## src/rtl/mem_refill_arbiter.sv

```systemverilog
// Two-requester refill arbiter: grants one cache at a time onto a shared memory port,
// with round-robin priority and at most one transaction outstanding.
module mem_refill_arbiter #(
    parameter int unsigned RW = 175,
    parameter int unsigned SW = 145
) (
    input  logic          clk,
    input  logic          reset,

    input  logic          req0_val,
    output logic          req0_rdy,
    input  logic [RW-1:0] req0_msg,

    input  logic          req1_val,
    output logic          req1_rdy,
    input  logic [RW-1:0] req1_msg,

    output logic          resp0_val,
    input  logic          resp0_rdy,
    output logic [SW-1:0] resp0_msg,

    output logic          resp1_val,
    input  logic          resp1_rdy,
    output logic [SW-1:0] resp1_msg,

    output logic          memreq_val,
    input  logic          memreq_rdy,
    output logic [RW-1:0] memreq_msg,

    input  logic          memresp_val,
    output logic          memresp_rdy,
    input  logic [SW-1:0] memresp_msg,

    output logic          owner,
    output logic          busy
);

    typedef enum logic [1:0] {
        StIdle,
        StIssue,
        StWait,
        StDeliver
    } state_e;

    state_e        state_q, state_d;
    logic          prio_q, prio_d;
    logic          owner_q, owner_d;
    logic [RW-1:0] req_q, req_d;
    logic [SW-1:0] resp_q, resp_d;

    logic          any_req;
    logic          winner;
    logic          grant_ok;
    logic          owner_rdy;

    always_comb begin
        any_req   = req0_val | req1_val;
        winner    = (req0_val & req1_val) ? prio_q : req1_val;
        // Grant is gated by reset so no rdy leaks out while the block is held in reset.
        grant_ok  = reset & (state_q == StIdle) & any_req;
        owner_rdy = owner_q ? resp1_rdy : resp0_rdy;
    end

    assign req0_rdy    = grant_ok & ~winner;
    assign req1_rdy    = grant_ok & winner;

    assign memreq_val  = (state_q == StIssue);
    assign memreq_msg  = req_q;
    assign memresp_rdy = (state_q == StWait);

    assign resp0_val   = (state_q == StDeliver) & ~owner_q;
    assign resp1_val   = (state_q == StDeliver) & owner_q;
    assign resp0_msg   = resp_q;
    assign resp1_msg   = resp_q;

    assign owner       = owner_q;
    assign busy        = (state_q != StIdle);

    always_comb begin
        state_d = state_q;
        prio_d  = prio_q;
        owner_d = owner_q;
        req_d   = req_q;
        resp_d  = resp_q;
        unique case (state_q)
            StIdle: begin
                if (grant_ok) begin
                    req_d   = winner ? req1_msg : req0_msg;
                    owner_d = winner;
                    state_d = StIssue;
                end
            end
            StIssue: begin
                if (memreq_rdy) begin
                    state_d = StWait;
                end
            end
            StWait: begin
                if (memresp_val) begin
                    resp_d  = memresp_msg;
                    state_d = StDeliver;
                end
            end
            StDeliver: begin
                if (owner_rdy) begin
                    prio_d  = ~owner_q;
                    owner_d = 1'b0;
                    state_d = StIdle;
                end
            end
            default: state_d = StIdle;
        endcase
    end

    always_ff @(posedge clk or negedge reset) begin
        if (!reset) begin
            state_q <= StIdle;
            prio_q  <= 1'b0;
            owner_q <= 1'b0;
            req_q   <= '0;
            resp_q  <= '0;
        end else begin
            state_q <= state_d;
            prio_q  <= prio_d;
            owner_q <= owner_d;
            req_q   <= req_d;
            resp_q  <= resp_d;
        end
    end

endmodule

```

## config.mk

```make
export PLATFORM = sky130hd
export DESIGN_NAME = mem_refill_arbiter
export DESIGN_NICKNAME = d
export VERILOG_FILES = /design/src/rtl/mem_refill_arbiter.sv
export SDC_FILE = /design/constraint.sdc
export NUM_CORES = 1
export LEC_CHECK = 0
export CORE_AREA = 10 10 367 369
export DETAILED_ROUTE_END_ITERATION = 12
export DIE_AREA = 0 0 377 379
export PLACE_DENSITY_LB_ADDON = 0.12
export SLEW_MARGIN = 0
export SYNTH_ARGS = -nofsm -noshare
export SYNTH_HDL_FRONTEND = slang
export SYNTH_SLANG_ARGS = --single-unit
```

## constraint.sdc

```tcl
create_clock -name clk -period 2.85 [get_ports clk]
set_input_delay 0.57 -clock clk [delete_from_list [all_inputs] [get_ports clk]]
set_output_delay 0.57 -clock clk [all_outputs]
set_load 0.02 [all_outputs]
```

==> qor.yml <==
pwr_density_cell_nw_per_um2: 1185
slew_violations: 0
syn_nets: 1581
cts_tree: "built"
drive_above_1_share_pct: 12.79
clock-sinks: 324
overflow: 0
p_leak_nw: 10.37
worstSetupStartpointType: "register"
core_area_um2: 127000
drv_cap: 0
rows: 131
cp.arrival_ns: 2.12
finalCriticalPeriod_ns: 2.689
path_max_fanout: 6
ys_seq_area_share_pct: 56.92
grt_pass1_wl_um: 123200
dieArea_um2: 142900
grt_pass1_vias: 13860
grt_start_max_net_pins: 117
drt_wl_total_um: 92550
globalplace.congestion: 0.7491
cts_max_level: 2
syn_inst: 1073
clock_latency_ns: 0.60
period_share_pct: 94.36
wl_per_cell_um: 25.62
finalNonFillerCells: 3612
drc: 0
port_buffers: 975
start_util_pct: 11.21
area_growth_pct: 86.09
die_w_um: 377
cp_data_required_time_ns: 2.28
die_h_um: 379
outcome: "complete, no violations"
nets: 2411
dp_hpwl_um: 74580
ff2ff_path_depth: 7
holdWs_ns: 0.4523
clk_pin_slew_ns: 0.06
antenna_found_initial: 48
finalWorstSetupSlack_ns: 0.1608
hold_path_class: "input port to async pin"
setup_viol: 0
ios: 976
worst_setup_path_end_kind: "primary output"
max_slew_margin_pct: 34.11
critPathKind: "register to primary output"
post-place-cells: 3515
clock_skew_ns: 0.02771
ys.warnings.count: 0
syn_area_um2: 14240
cts_max_path_buffers: 3
gr-usage-all-layers_pct: 12.26
total_power_mw: 31.40
viasPerCell: 3.456
rsz0062_at_grt: "false"
synth_area_per_cell_um2: 13.28
tightest_slew_ns: 0.9884
hold_violations: 0
ant_nets: 0
vias: 12480
cts_inserted_buffers: 46
synth.distinct_cells: 24
pre_cts_ws_ns: 0.2639
drtIter0Drc: 457
ys_ff_latch: 324
cts_root_buf: "clkbuf_16"
max_freq_mhz: 371.9
peakVddDrop_mv: 0.4719
fin_tns_setup_ns: 0
drt-pass1-iter-count: 5
==> metrics by stage <==
step / utilization (%) / cell area, um2
2_1_floorplan: - / 14240
3_3_place_gp: 19.68 / 25000
3_5_place_dp: 19.68 / 25000
4_1_cts: 20.84 / 26480
5_1_grt: 20.85 / 26490
6_report: 20.87 / 26510
==> final timing paths <==
kind / startpoint / endpoint / slack (ns)
min in group clk: resp0_msg[117]$_DFFE_PN0P_ / resp0_msg[117]$_DFFE_PN0P_ / 0.54
max in group asynchronous: reset / memreq_msg[101]$_DFFE_PN0P_ / 0.80
worst min-delay path: reset / memreq_msg[8]$_DFFE_PN0P_ / 0.45
worst max-delay path: state_q[1]$_DFFE_PN0P_ / resp1_val / 0.16
worst min register to register: resp0_msg[117]$_DFFE_PN0P_ / resp0_msg[117]$_DFFE_PN0P_ / 0.54
worst max register to register: state_q[0]$_DFFE_PN0P_ / memreq_msg[109]$_DFFE_PN0P_ / 0.45
==> registers in the layout, summed over array words and instances (netlist names) <==
signal and cells:
prio_q 1, resp0_msg 145, owner 1, memreq_msg 175, state_q 2
==> per-layer routing <==
metal / vias to the layer above / routed length, um / track usage, %
met4: 36 / 2033 / 3.311
li1: 5437 / - / -
met3: 132 / 10760 / 6.278
met2: 633 / 47190 / 21.87
met5: - / 205 / 0
met1: 6244 / 32360 / 12.54
==> cell type report <==
cell class / count / area, um2
flip-flops and latches: 324 / 8108
diodes: 11 / 27.53
fillers: 13670 / 100500
repair buffers: 999 / 10090
clock buffers: 70 / 1361
inverters: 6 / 22.52
well taps: 1662 / 2079
multi-input cells: 526 / 4720
clock inverters: 14 / 95.09
==> Yosys cell counts <==
library cell | number | share of area [%]
o21ai_0 | 3 | 0.11
and2_0 | 112 | 4.9
buf_2 | 49 | 1.7
nand2b_1 | 1 | 0.044
mux2i_1 | 1 | 0.070
a221o_1 | 175 | 12
o21ai_1 | 1 | 0.035
mux2_2 | 146 | 12
inv_1 | 6 | 0.16
buf_4 | 145 | 7.6
a211oi_2 | 1 | 0.088
nor2_1 | 4 | 0.11
clkbuf_1 | 22 | 0.58
o211ai_1 | 1 | 0.053
o2111ai_1 | 1 | 0.061
nand2_1 | 6 | 0.16
a21boi_0 | 1 | 0.053
and2_1 | 64 | 2.8
nand4_1 | 1 | 0.044
a21oi_1 | 2 | 0.070
dfrtp_1 | 324 | 57
ha_1 | 5 | 0.44
a22o_1 | 1 | 0.061
buf_1 | 1 | 0.026
==> logic make-up (layout without fill, tap and decap cells) <==
kind of cell | count (synthesis) | after routing | synth area share (%)
DFF | 324 | 324 | 56.92
AOI/OAI and AO/OA | 186 | 186 | 12.82
adders and majority gates | 5 | 5 | 0.4392
other | 0 | 11 | 0
buffers and inverters | 223 | 1089 | 10.13
muxes | 147 | 147 | 11.61
and+or+nand+nor | 188 | 188 | 8.081
==> critical path, stage by stage (launching register included) <==
cell and delay [ns]:
dfrtp_1 0.39, ha_1 0.30, and2_1 0.16, clkdlybuf4s50_1 0.66
==> repair_timing <==
action,4_1_cts,5_1_grt
hold buffers,1,0
resized for setup,0,2
pin swaps,1,0
buffers inserted,1,0
endpoints found under the setup margin,1,2
endpoints found under the hold margin,11,0
==> where the power goes <==
part           internal, mW  switching (mW)
Combinational          8.52            8.51
Clock                  3.29            2.38
Sequential             6.83            1.86
==> cell usage in the layout (no fill, tap or decap), types with 3 or more instances in the layout <==
cell type,instances
inv_1,6
buf_4,13
and2_1,64
clkbuf_16,46
diode_2,11
nand2_1,5
mux2_2,146
clkbuf_8,12
o21ai_0,3
buf_12,12
a221o_1,175
clkdlybuf4s50_1,971
ha_1,4
clkbuf_1,12
nor2_1,3
dfrtp_1,324
and2_0,112
clkinv_2,9
No activity file was read; power rests on OpenSTA's default activity.
